**src/rtl/exe_div_sequencer.sv**
```systemverilog
// Execute-stage sequencer for the multi-cycle divider: issues the start pulse,
// stalls the front end while the divider runs and holds the result for MEM.
module exe_div_sequencer #(
  parameter int DATA_WIDTH   = 32,
  parameter int ALU_OP_WIDTH = 5,
  parameter int TIMEOUT      = 64,
  parameter int CNT_WIDTH    = 16
) (
  input  logic                    clk,
  input  logic                    rst,
  input  logic                    e_valid_i,
  input  logic [ALU_OP_WIDTH-1:0] e_ALU_op_i,
  input  logic                    flush_i,
  input  logic                    m_ready_i,
  input  logic                    div_busy_i,
  input  logic [DATA_WIDTH-1:0]   div_result_i,
  output logic                    div_start_o,
  output logic                    e_stall_o,
  output logic                    e_bubble_o,
  output logic                    hold_sel_o,
  output logic [DATA_WIDTH-1:0]   hold_result_o,
  output logic                    err_o,
  output logic [CNT_WIDTH-1:0]    div_cnt_o
);

  typedef enum logic [2:0] {
    IDLE  = 3'd0,
    START = 3'd1,
    WAIT  = 3'd2,
    DONE  = 3'd3,
    DRAIN = 3'd4
  } state_t;

  localparam logic [7:0]           WAIT_LAST = 8'(TIMEOUT - 1);
  localparam logic [CNT_WIDTH-1:0] CNT_MAX   = {CNT_WIDTH{1'b1}};

  state_t     state_r;
  state_t     next_state_s;
  logic [7:0] wait_cnt_r;
  logic       req_s;
  logic       capture_s;
  logic       abort_s;
  logic       unused_op_bits_s;

  // Divide class is funct3 100..111 of the M extension, i.e. op[4] & op[2].
  assign req_s            = e_valid_i & e_ALU_op_i[4] & e_ALU_op_i[2] & ~flush_i;
  assign unused_op_bits_s = ^{e_ALU_op_i[3], e_ALU_op_i[1:0]};

  // Next-state and pipeline control decode.
  always_comb begin
    next_state_s = state_r;
    e_stall_o    = 1'b0;
    e_bubble_o   = 1'b0;
    hold_sel_o   = 1'b0;
    capture_s    = 1'b0;
    abort_s      = 1'b0;
    case (state_r)
      IDLE: begin
        if (req_s) begin
          e_stall_o    = 1'b1;
          e_bubble_o   = 1'b1;
          next_state_s = START;
        end else begin
          next_state_s = IDLE;
        end
      end
      START: begin
        e_stall_o  = 1'b1;
        e_bubble_o = 1'b1;
        if (flush_i) begin
          next_state_s = DRAIN;
        end else begin
          next_state_s = WAIT;
        end
      end
      WAIT: begin
        e_stall_o  = 1'b1;
        e_bubble_o = 1'b1;
        if (flush_i) begin
          // A divider that is already idle needs no draining.
          next_state_s = div_busy_i ? DRAIN : IDLE;
        end else if (!div_busy_i) begin
          capture_s    = 1'b1;
          next_state_s = DONE;
        end else if (wait_cnt_r == WAIT_LAST) begin
          abort_s      = 1'b1;
          next_state_s = DRAIN;
        end else begin
          next_state_s = WAIT;
        end
      end
      DONE: begin
        if (flush_i) begin
          next_state_s = IDLE;
        end else begin
          hold_sel_o   = 1'b1;
          e_stall_o    = ~m_ready_i;
          next_state_s = m_ready_i ? IDLE : DONE;
        end
      end
      DRAIN: begin
        e_stall_o    = 1'b1;
        e_bubble_o   = 1'b1;
        next_state_s = div_busy_i ? DRAIN : IDLE;
      end
      default: begin
        next_state_s = IDLE;
      end
    endcase
  end

  // State, start pulse, wait counter, captured result, error flag and count.
  always_ff @(posedge clk) begin
    if (rst) begin
      state_r       <= IDLE;
      div_start_o   <= 1'b0;
      wait_cnt_r    <= 8'd0;
      hold_result_o <= {DATA_WIDTH{1'b0}};
      err_o         <= 1'b0;
      div_cnt_o     <= {CNT_WIDTH{1'b0}};
    end else begin
      state_r     <= next_state_s;
      div_start_o <= (next_state_s == START);
      if (state_r == START) begin
        wait_cnt_r <= 8'd0;
      end else if (state_r == WAIT) begin
        wait_cnt_r <= wait_cnt_r + 8'd1;
      end else begin
        wait_cnt_r <= wait_cnt_r;
      end
      if (capture_s) begin
        hold_result_o <= div_result_i;
      end else begin
        hold_result_o <= hold_result_o;
      end
      if (capture_s && (div_cnt_o != CNT_MAX)) begin
        div_cnt_o <= div_cnt_o + CNT_WIDTH'(1);
      end else begin
        div_cnt_o <= div_cnt_o;
      end
      if (abort_s) begin
        err_o <= 1'b1;
      end else begin
        err_o <= err_o;
      end
    end
  end

endmodule

```
**config.mk**
```make
export PLATFORM = sky130hd
export DESIGN_NAME = exe_div_sequencer
export DESIGN_NICKNAME = d
export VERILOG_FILES = /design/src/rtl/exe_div_sequencer.sv
export SDC_FILE = /design/constraint.sdc
export NUM_CORES = 1
export LEC_CHECK = 0
export CELL_PAD_IN_SITES_DETAIL_PLACEMENT = 0
export CELL_PAD_IN_SITES_GLOBAL_PLACEMENT = 2
export CORE_ASPECT_RATIO = 1.2
export CORE_MARGIN = 2
export CORE_UTILIZATION = 27
export CTS_CLUSTER_SIZE = 10
export DETAILED_ROUTE_END_ITERATION = 8
export PLACE_DENSITY = 0.83
export SLEW_MARGIN = 20
export SYNTH_ARGS = -nofsm -noshare
export SYNTH_HDL_FRONTEND = slang
export SYNTH_SLANG_ARGS = --single-unit
```
**constraint.sdc**
```tcl
create_clock -name clk -period 4.1 [get_ports clk]
set_input_delay 0.82 -clock clk [delete_from_list [all_inputs] [get_ports clk]]
set_output_delay 0.82 -clock clk [all_outputs]
set_load 0.01 [all_outputs]
```
== Yosys cells after proc, flatten, opt, wreduce, memory -nomap -nowiden ==
Cells that the tools add are included.
W data, S select, Z words.
Word-level totals
  RAM bits: 0
  memories kept: 0
  bits in read-only memories: 0
  input port bits: 43
  output and inout port bits: 53
  latch bits: 0
  register bits: 61
Cells by class
  multiply operators: 0
  multiplexer cells: 22
  bitwise operators: 5
  $lt $le $gt $ge: 0
  equality and inequality tests: 7
  reductions and logical operators: 4
  add/sub/neg operators: 2
  shift-type cells: 0
  div/mod/pow operators: 0
Operators by type and width (number)
  $add A16 B1 Y16 const B: 1
  $ne A16 B16 Y1 const B: 1
  $mux W3: 5
  $pmux W3 S5: 1
  $mux W1: 12
  $add A8 B1 Y8 const B: 1
  $eq A8 B6 Y1 const B: 1
  $eq A3 B1 Y1 const B: 2
  $eq A3 B2 Y1 const B: 2
  $mux W2: 2
  $and A1 B1 Y1: 3
  $eq A3 B3 Y1 const B: 1
  $logic_not A3 Y1: 1
  $pmux W1 S3: 1
  $reduce_or A3 Y1: 1
  $not A1 Y1: 2
  $pmux W1 S2: 1
  $reduce_or A2 Y1: 1
  $logic_and A1 B1 Y1: 1

== Logic depth before layout (Yosys ltp) ==
Gate-level depths: netlist (run 1).
  word-level depth: 6
  gate-level depth with buffers: 6
  mapped depth without buffers: 5

== Least setup slack after synthesis (run 1) ==
Ideal clock, no wire load.
  path kind: input-to-output
  start: input flush_i
  end: output e_stall_o
  arrival time: 1.764 ns
  required time: 3.280 ns
  setup slack: 1.516 ns
  buffers on the path: 0
  cell stages on the path: 4
  path through: nor2_1 > nand2_1 > a221oi_1 > a21o_1
Between the ends
  longest elaborated chain between the ends: 4
  elaborated cells on any way between the ends: 5
RTL lines
  start: declaration: line 13  | input logic flush_i,
  $not A1 Y1: line 46  | assign req_s = e_valid_i & e_ALU_op_i[4] & e_ALU_op_i[2] & ~flush_i;
  $and A1 B1 Y1: line 46
  $mux W1: line 59  | if (req_s) begin
  $pmux W1 S3 *: line 57  | case (state_r)
  end: declaration: line 18  | output logic e_stall_o,
Every way passes the cells marked *; elsewhere a longest branch is shown, timed or not.

== Worst setup path after layout (run 1) ==
Same ends and word-level chain as after synthesis.

==> run metrics, run 1 <==
top cells by area, synth dfxtp_1 47%, nand2_1 10%, a21oi_1 8.8%; mux contribution to synthesized area 0.8134%; Starting Density 27.62%; RePlAce Congestion 0.7463; Synth top area share 46.70%; Routed WL 6809 um; clock root buffer clkbuf_16; Avg Cell Area, Syn 8.381 um^2; IO Count 96; routed vias/inst 4.767; Synth Area in Adders 0.9569%; Post-CTS Setup Repair Bufs 0; Hold Crit Class flop to flop; DIE AREA 10490 um^2; CP Max Fanout 4; Net Switching 0.2732 mW; CP startpoint kind input port; ys flop type dfxtp_1; Clock Pin Slew Worst Setup and Hold Paths 0.05 ns; Worst-Skew Late Latency 0.32 ns; layout cells sized above 1 7.178%; core area 9467 um^2; Tmin final 3.386 ns; sw frac 20.37%; VDD IR max 0.0001512 V; count of different cell masters after synthesis 49; flops & latches, synth 61; die height 111.8 um; synth warn 0; combinational power share 4.8%; Hold Vio Cnt, Final 0; Slew Viols, Final 0; register share of total power 44.5%; cts bufs inserted 9; DR iter-0 viols 100; cts repair resizes 0; RSZ-0062 raised after global routing false; Synth Area in Compound Gates 16.65%; I/O Buffers 92; leading area contributor after synthesis dfxtp_1; Final ANT Viol Nets 0; initial antenna violation count 0; Fill cells 968; post-synthesis sequential area ratio 46.70%; Req. time, crit path 3.28 ns; most frequent cells in the layout 91 x clkdlybuf4s50_1, 73 x nand2_1, 61 x dfxtp_1, 46 x a21oi_1, 17 x nor2_1; Worst Skew 0.006508 ns; Hold WS 0.4510 ns; number of global-route vias before repair 2453; Overall Global Routing Usage 13.49%; post-route setup TNS 0 ns; LEAKAGE 1.280 nW; fraction of registers with async set/reset 0%; CTS sink cnt 61; main combinational cell family by area after synthesis simple AND/OR/NAND/NOR gates; drt pass-1 iters 4; Core Rows 39; Post-synth EDFFs 0; Critical Path Sink Type primary output; WL per Instance 12.92 um; DR vias 2512; Antenna diodes 0; DR DRC count 0; max-cap violations 0; Mapped Nets 357; first-pass GRT wire length 11410 um; cell area after synthesis 2615 um^2; final setup fails 0; Chip Width 93.84 um; outcome completed; clk buf depth 2; Crit Path Category input port to primary output; Layout area overhead 48.37%; CTS tree done; Rel. slew slack 39.74%; HPWL after DPL 4690 um; final worst-path cycle share 82.59%; Clock Power Share 50.7%; Post-Synth Simple-Gate Area 27.94%; Design Power 1.341 mW; xor and xnor area share after synthesis 2.344%; CTS Hold Bufs 0; largest net degree at the start of global routing 34; arrival time at the worst endpoint 2.57 ns; PwrDens 345.7 nW/um^2; Achievable Freq 295.3 MHz; most common cell after layout, fill and taps aside clkdlybuf4s50_1; grt ovf 0; Layout Nets 446; Int Pwr 1.068 mW; Gate Count Post-Synth 312; Slew @ Worst Pin 0.9009 ns; H-tree lvl count 3
[cell families after synthesis]
| group | Yosys count |
|---|---|
| DFF | 61 |
| and+or+nand+nor | 144 |
| AOI/OAI and AO/OA | 73 |
| adders and majority gates | 2 |
| buffers and inverters | 23 |
| muxes | 2 |
| xor gates and xnor gates | 7 |
[Yosys cell counts, drive strengths merged (3+ instances only)]
| cell | count |
|---|---|
| and4 | 3 |
| and3 | 3 |
| or4 | 8 |
| buf | 10 |
| nand2 | 74 |
| nand3 | 9 |
| o31ai | 8 |
| o21ai | 3 |
| nand4 | 8 |
| xor2 | 5 |
| inv | 5 |
| clkbuf | 8 |
| nor3 | 6 |
| nor2 | 17 |
| nor4 | 3 |
| a21oi | 46 |
| dfxtp | 61 |
[state kept, by name (all words and copies together) (netlist names)]
signal / count
div_cnt_o: 16
div_start_o: 1
err_o: 1
state_r: 3
hold_result_o: 32
wait_cnt_r: 8
[through the flow]
step / instances / setup slack, ns / utilization (%) / area (um^2)
finish: 527 / 0.7136 / 40.99 / 3880
global route: 527 / 0.5765 / 40.99 / 3880
CTS: 527 / 0.6753 / 40.99 / 3880
detailed placement: 513 / 0.6819 / 38.17 / 3613
global placement: 513 / 0.6812 / 38.17 / 3613
floorplan: 312 / 1.516 / - / 2615
[final timing paths]
| check | startpoint | end | slack, ns | depth (start not counted) |
|---|---|---|---|---|
| worst max-delay path | flush_i | e_stall_o | 0.71 | 6 |
| worst min-delay path | hold_result_o[12] | hold_result_o[12] | 0.45 | 2 |
| worst max register to register | state_r[1] | hold_result_o[19] | 1.70 | 5 |
| worst min register to register | hold_result_o[12] | hold_result_o[12] | 0.45 | 2 |
[worst max-delay path: stages]
cell and delay, ns:
clkdlybuf4s50_1 0.51, nor2_1 0.18, nand2_1 0.07, a221oi_1 0.34, a21o_1 0.13, clkdlybuf4s50_1 0.52
[metal layers]
layer	part of all wire [%]	track usage [%]
met5	0	0
met4	1.7	6.377
met3	5.9	4.195
met2	47	21.10
met1	46	16.79
[cell type report]
| type | count | area (um^2) | share of cell area (%) |
|---|---|---|---|
| timing repair buffer | 96 | 945.9 | 24.38 |
| clock buffer | 12 | 256.5 | 6.611 |
| inverter | 5 | 18.77 | 0.4837 |
| sequential | 61 | 1221 | 31.47 |
| clock inverter | 2 | 10.01 | 0.2580 |
| tap | 123 | 153.9 | 3.966 |
| multi-input combinational | 228 | 1274 | 32.83 |
[power by group through the flow]
| stage | logic [mW] | clock network (mW) | registers [mW] |
|---|---|---|---|
| after floorplan | 0.0186 | 0 | 0.608 |
| after global placement | 0.0654 | 0 | 0.609 |
| after detailed placement | 0.0655 | 0 | 0.609 |
| after CTS | 0.0657 | 0.705 | 0.596 |
| after global routing | 0.0705 | 0.727 | 0.596 |
| final | 0.0646 | 0.680 | 0.596 |
No activity file was read; power rests on OpenSTA's default activity.
==> run 2, diff against run 1 <==
--- a/config.mk
+++ b/config.mk
@@ -9,10 +9,10 @@
 export CELL_PAD_IN_SITES_GLOBAL_PLACEMENT = 2
 export CORE_ASPECT_RATIO = 1.2
 export CORE_MARGIN = 2
-export CORE_UTILIZATION = 27
+export CORE_UTILIZATION = 22
 export CTS_CLUSTER_SIZE = 10
 export DETAILED_ROUTE_END_ITERATION = 8
-export PLACE_DENSITY = 0.83
+export PLACE_DENSITY = 0.72
 export SLEW_MARGIN = 20
 export SYNTH_ARGS = -nofsm -noshare
 export SYNTH_HDL_FRONTEND = slang
==> constraint.sdc (replaced) <==
create_clock -name clk -period 2.9 [get_ports clk]
set_input_delay 0.58 -clock clk [delete_from_list [all_inputs] [get_ports clk]]
set_output_delay 0.58 -clock clk [all_outputs]
set_load 0.01 [all_outputs]
==> run 2 against run 1 <==
Final area rose by 2.8%. Flip-flop and latch count unchanged. Cell count rose by 7.8%. Global-route usage decreased by 1.2 points. Total power up 45%. Core utilization fell by 6.5 points. Sequential share of layout area is 0.86 points lower. Sequential power grew 41%. Via count grew 1.3%.
==> run metrics, run 2 (synthesis gave the netlist of run 1 again) <==
outcome completed; I/O Buffers 92; Rel. slew slack 61.16%; initial antenna violation count 0; arrival time at the worst endpoint 2.18 ns; Hold Path Sink hold_result_o[23]; largest reg by FF count hold_result_o; CP startpoint kind input port; DR iter-0 viols 60; R2R Setup Slk 0.64 ns; VDD IR max 0.0002042 V; Layout Nets 452; slowest CP cell clkdlybuf4s50_1; design area 3989 um^2; CP Cell Sequence clkdlybuf4s50_1, and3_1, nand2_1, a221oi_2, clkdlybuf4s50_1; Hold Vio Cnt, Final 0; hold-critical path depth 2; worst reg-to-reg path cell count 6; largest net degree at the start of global routing 36; Routed WL 7548 um; Chip Width 103.5 um; CP Max Fanout 2; first-pass GRT wire length 12540 um; final worst-path cycle share 95.06%; Placed Instances 553; Core Util, Final 34.48%; Critical path buffers and inverters 2; final setup fails 0; Worst path top cell family by delay buffers and inverters; IO Count 96; core area 11570 um^2; number of global-route vias before repair 2595; hold path startpoint hold_result_o[23]; cts bufs inserted 9; Overall Global Routing Usage 12.31%; pre-CTS WS 0.02086 ns; H-tree lvl count 3; Critical R2R Capture hold_result_o[13]; Final ANT Viol Nets 0; grt ovf 0; most common cell after layout, fill and taps aside clkdlybuf4s50_1; Final Non-Filler Cells 568; biggest regs hold_result_o x32, div_cnt_o x16, wait_cnt_r x8; Antenna diodes 0; max-cap violations 0; Post-CTS Setup Repair Bufs 0; DR DRC count 0; Slew Viols, Final 0; CTS Hold Bufs 0; RSZ-0062 raised after global routing false; Crit Path Category input port to primary output; WL per Instance 13.29 um; Critical Path Sink Type primary output; Cell Area, Placed 3701 um^2; Slew @ Worst Pin 0.5826 ns; Hold WS 0.4542 ns; post-route setup TNS 0 ns; crit-path max cell delay 0.58 ns; Layout area overhead 52.54%; CTS sink cnt 61; Core Rows 43; Clock Pin Slew Worst Setup and Hold Paths 0.05 ns; DIE AREA 12780 um^2; Hold Crit Class flop to flop; layout cells sized above 1 8.759%; LEAKAGE 1.329 nW; Tmin final 2.757 ns; PwrDens 486.1 nW/um^2; Final WS setup 0.1432 ns; most frequent CP cell clkdlybuf4s50_1; RePlAce Congestion 0.7806; most frequent cells in the layout 90 x clkdlybuf4s50_1, 73 x nand2_1, 61 x dfxtp_1, 46 x a21oi_1, 17 x nor2_1; Achievable Freq 362.7 MHz; Worst Skew 0.002673 ns; Starting Density 22.61%; Req. time, crit path 2.32 ns; cts repair resizes 0; HPWL after DPL 5149 um; CTS tree done; clock root buffer clkbuf_16; drt pass-1 iters 4; DR vias 2545; die height 123.4 um; clk buf depth 2; Worst-Skew Late Latency 0.32 ns; max FFs per register 32; Design Power 1.939 mW; routed vias/inst 4.481; R2R Path Start state_r[1]
run 2: cell types whose count changed in the layout (fill, tap and decap cells not counted), sizes merged:
cell           delta
clkdlybuf4s50     -1
buf               +6
dlymetal6s2s      +1
clkinv            -1
clkbuf            +2
run 2: how the worst max path moves through the flow:
stage / startpoint / endpoint / slack [ns] / cells after the start
after floorplan: flush_i / e_stall_o / 0.80 / 4
after global placement: e_ALU_op_i[2] / e_stall_o / 0.02 / 6
after detailed placement: e_ALU_op_i[2] / e_stall_o / 0.02 / 6
after CTS: e_ALU_op_i[2] / e_stall_o / 0.02 / 6
after global routing: e_ALU_op_i[2] / e_bubble_o / 0.03 / 5
final: e_ALU_op_i[2] / e_bubble_o / 0.14 / 5
run 2: layer usage:
metal | vias to the layer above | share of wire [%] | global-route usage, %
met5 | - | 0 | 0
met4 | 0 | 1.1 | 5.152
met1 | 1180 | 44 | 14.58
li1 | 1290 | - | -
met2 | 70 | 48 | 20.03
met3 | 5 | 6.9 | 4.902
run 2: where the power goes:
group          total [mW]  switching [mW]  internal, mW
Combinational      0.0965          0.0360        0.0604
Clock               0.999           0.357         0.642
Sequential          0.843         0.00214         0.841
run 2: cell type report:
cell class / instances / area [um^2]
Clock inverter: 1 / 5.005
Multi-Input combinational cell: 228 / 1280
Inverter: 5 / 18.77
Fill cell: 1235 / 7579
Clock buffer: 14 / 274.0
Timing Repair Buffer: 102 / 993.5
Sequential cell: 61 / 1221
Tap cell: 157 / 196.4
run 2: worst min-delay path: cells and delay by family, from the launching register on:
family / cells / cell delay (ns)
flip-flops: 1 / 0.30
AND/OR/NAND/NOR: 1 / 0.05
AO/OA/AOI/OAI: 1 / 0.05
==> run 3, diff against run 2 <==
--- a/config.mk
+++ b/config.mk
@@ -9,10 +9,11 @@
 export CELL_PAD_IN_SITES_GLOBAL_PLACEMENT = 2
 export CORE_ASPECT_RATIO = 1.2
 export CORE_MARGIN = 2
-export CORE_UTILIZATION = 22
+export CORE_UTILIZATION = 23
+export CTS_BUF_LIST = sky130_fd_sc_hd__clkbuf_2
 export CTS_CLUSTER_SIZE = 10
 export DETAILED_ROUTE_END_ITERATION = 8
-export PLACE_DENSITY = 0.72
+export PLACE_DENSITY = 0.75
 export SLEW_MARGIN = 20
 export SYNTH_ARGS = -nofsm -noshare
 export SYNTH_HDL_FRONTEND = slang
==> constraint.sdc (replaced) <==
create_clock -name clk -period 2.5 [get_ports clk]
set_input_delay 0.5 -clock clk [delete_from_list [all_inputs] [get_ports clk]]
set_output_delay 0.5 -clock clk [all_outputs]
set_load 0.01 [all_outputs]
==> run 3 against run 2 <==
Count of clock-buffer cells in the layout down 3. Sequential share of layout area up 1.7 points. First-iteration DRC count down 5.0%. Clock power down 52%. Register-to-register slack worse by 0.10 ns. Die area down 4.2%. Total power down 19%. Routed wire length down 0.76%. Clock skew up 0.018 ns. Non-clock buffer count up 6. Critical endpoint is now hold_sel_o.
==> run metrics, run 3 (synthesis gave the netlist of run 1 again) <==
hold-critical path depth 2; worst reg-to-reg path cell count 5; DR DRC count 0; slowest CP cell clkdlybuf4s50_1; max-cap violations 0; routed vias/inst 4.749; Worst Skew 0.02057 ns; LEAKAGE 1.270 nW; cts bufs inserted 9; final setup fails 0; Slew Viols, Final 0; first-pass GRT wire length 12030 um; most frequent cells in the layout 89 x clkdlybuf4s50_1, 73 x nand2_1, 59 x dfxtp_1, 46 x a21oi_1; Crit path depth 5; layout cells sized above 1 10.79%; Cell Area, Placed 3715 um^2; post-route setup TNS 0 ns; Achievable Freq 413.5 MHz; Slew @ Worst Pin 0.5215 ns; Rel. slew slack 65.23%; Routed WL 7491 um; RePlAce Congestion 0.7548; crit-path max cell delay 0.54 ns; Layout Nets 458; max FFs per register 32; VDD IR max 0.0001890 V; CTS tree done; DR vias 2607; CP startpoint kind input port; IO Count 96; Overall Global Routing Usage 12.52%; Final WS setup 0.08139 ns; Critical R2R Capture div_cnt_o[12]; clock root buffer clkbuf_2; Clock Pin Slew Worst Setup and Hold Paths 0.14 ns; hold path startpoint hold_result_o[29]; Tmin final 2.419 ns; CP Cell Sequence clkdlybuf4s50_1, nor2_2, buf_4, and2_1, clkdlybuf4s50_1; CTS sink cnt 61; drt pass-1 iters 4; pre-CTS WS -0.2514 ns; most frequent CP cell clkdlybuf4s50_1; final worst-path cycle share 96.74%; Req. time, crit path 2.00 ns; design area 3802 um^2; CP Max Fanout 5; Hold WS 0.4641 ns; Final Non-Filler Cells 549; Worst path top cell family by delay buffers and inverters; CTS Hold Bufs 0; HPWL after DPL 5189 um; outcome completed; arrival time at the worst endpoint 1.92 ns; grt ovf 0; Critical path buffers and inverters 3; Final ANT Viol Nets 0; RSZ-0062 raised after global routing false; die height 120.8 um; R2R Path Start div_cnt_o[0]; Hold Path Sink hold_result_o[29]; DIE AREA 12240 um^2; Crit Path Category input port to primary output; Hold Vio Cnt, Final 0; Placed Instances 534; Hold Crit Class flop to flop; core area 11040 um^2; Chip Width 101.3 um; number of global-route vias before repair 2536; Antenna diodes 0; DR iter-0 viols 57; WL per Instance 13.64 um; biggest regs hold_result_o x32, div_cnt_o x16, wait_cnt_r x8; I/O Buffers 92; clk buf depth 2; initial antenna violation count 0; most common cell after layout, fill and taps aside clkdlybuf4s50_1; H-tree lvl count 3; Core Rows 42; Worst-Skew Late Latency 0.48 ns; Starting Density 23.70%; Critical Path Sink Type primary output; PwrDens 411.3 nW/um^2; R2R Setup Slk 0.54 ns; largest reg by FF count hold_result_o; largest net degree at the start of global routing 26; Layout area overhead 45.41%
[run 3: cell types whose count changed in the layout (fill, tap and decap cells not counted), sizes merged]
cell	delta
dlygate4sd2	+2
dlymetal6s2s	-1
buf	+6
clkinv	+3
clkbuf	-3
clkdlybuf4s50	-1
[run 3: worst min-delay path, stage by stage, from the launching register on]
cell	delay, ns
dfxtp_1	0.33
nand2_1	0.05
a21oi_1	0.05
[run 3: through the flow]
| step | total power, mW | util, % |
|---|---|---|
| 3_5_place_dp | 1.113 | 33.66 |
| 3_3_place_gp | 1.114 | 33.66 |
| 5_1_grt | 1.648 | 34.46 |
| 6_report | 1.564 | 34.46 |
| 4_1_cts | 1.609 | 34.39 |
| 2_1_floorplan | 1.028 | - |
[run 3: layer usage]
metal / vias to the layer above / global-route usage [%] / part of all wire (%) / wire length [um]
li1: 1301 / - / - / -
met1: 1225 / 15.10 / 45 / 3358
met2: 69 / 19.78 / 48 / 3559
met3: 12 / 4.509 / 5.8 / 438
met4: 0 / 5.659 / 1.8 / 135
met5: - / 0 / 0 / 0
[run 3: power by group]
part | switching, mW | leakage (nW) | internal (mW)
sequential | 0.00167 | 0.493 | 0.973
clock | 0.352 | 0.0543 | 0.123
combinational | 0.0429 | 0.723 | 0.0711
total | 0.396 | 1.27 | 1.17
[run 3: how the worst max path moves through the flow]
stage | from | slack, ns | endpoint
after floorplan | flush_i | 0.56 | e_stall_o
after global placement | e_ALU_op_i[2] | -0.22 | e_stall_o
after detailed placement | e_ALU_op_i[2] | -0.25 | e_stall_o
after CTS | state_r[2] | 0.01 | hold_sel_o
after global routing | state_r[0] | 0.02 | hold_sel_o
final | flush_i | 0.08 | hold_sel_o
[run 3: area by class of cell]
| class | instances | area [um^2] |
|---|---|---|
| clock inverters | 4 | 16.27 |
| inverters | 5 | 18.77 |
| flip-flops and latches | 61 | 1229 |
| fillers | 1185 | 7233 |
| well taps | 132 | 165.2 |
| repair buffers | 108 | 1033 |
| multi-input cells | 228 | 1285 |
| clock buffers | 11 | 55.05 |
[run 3: timing repair]
item | in CTS | in global routing
gates resized for setup | 6 | 3
pin swaps | 1 | 0
cloned | 0 | 0
setup endpoints to repair | 3 | 1
setup buffers | 0 | 0
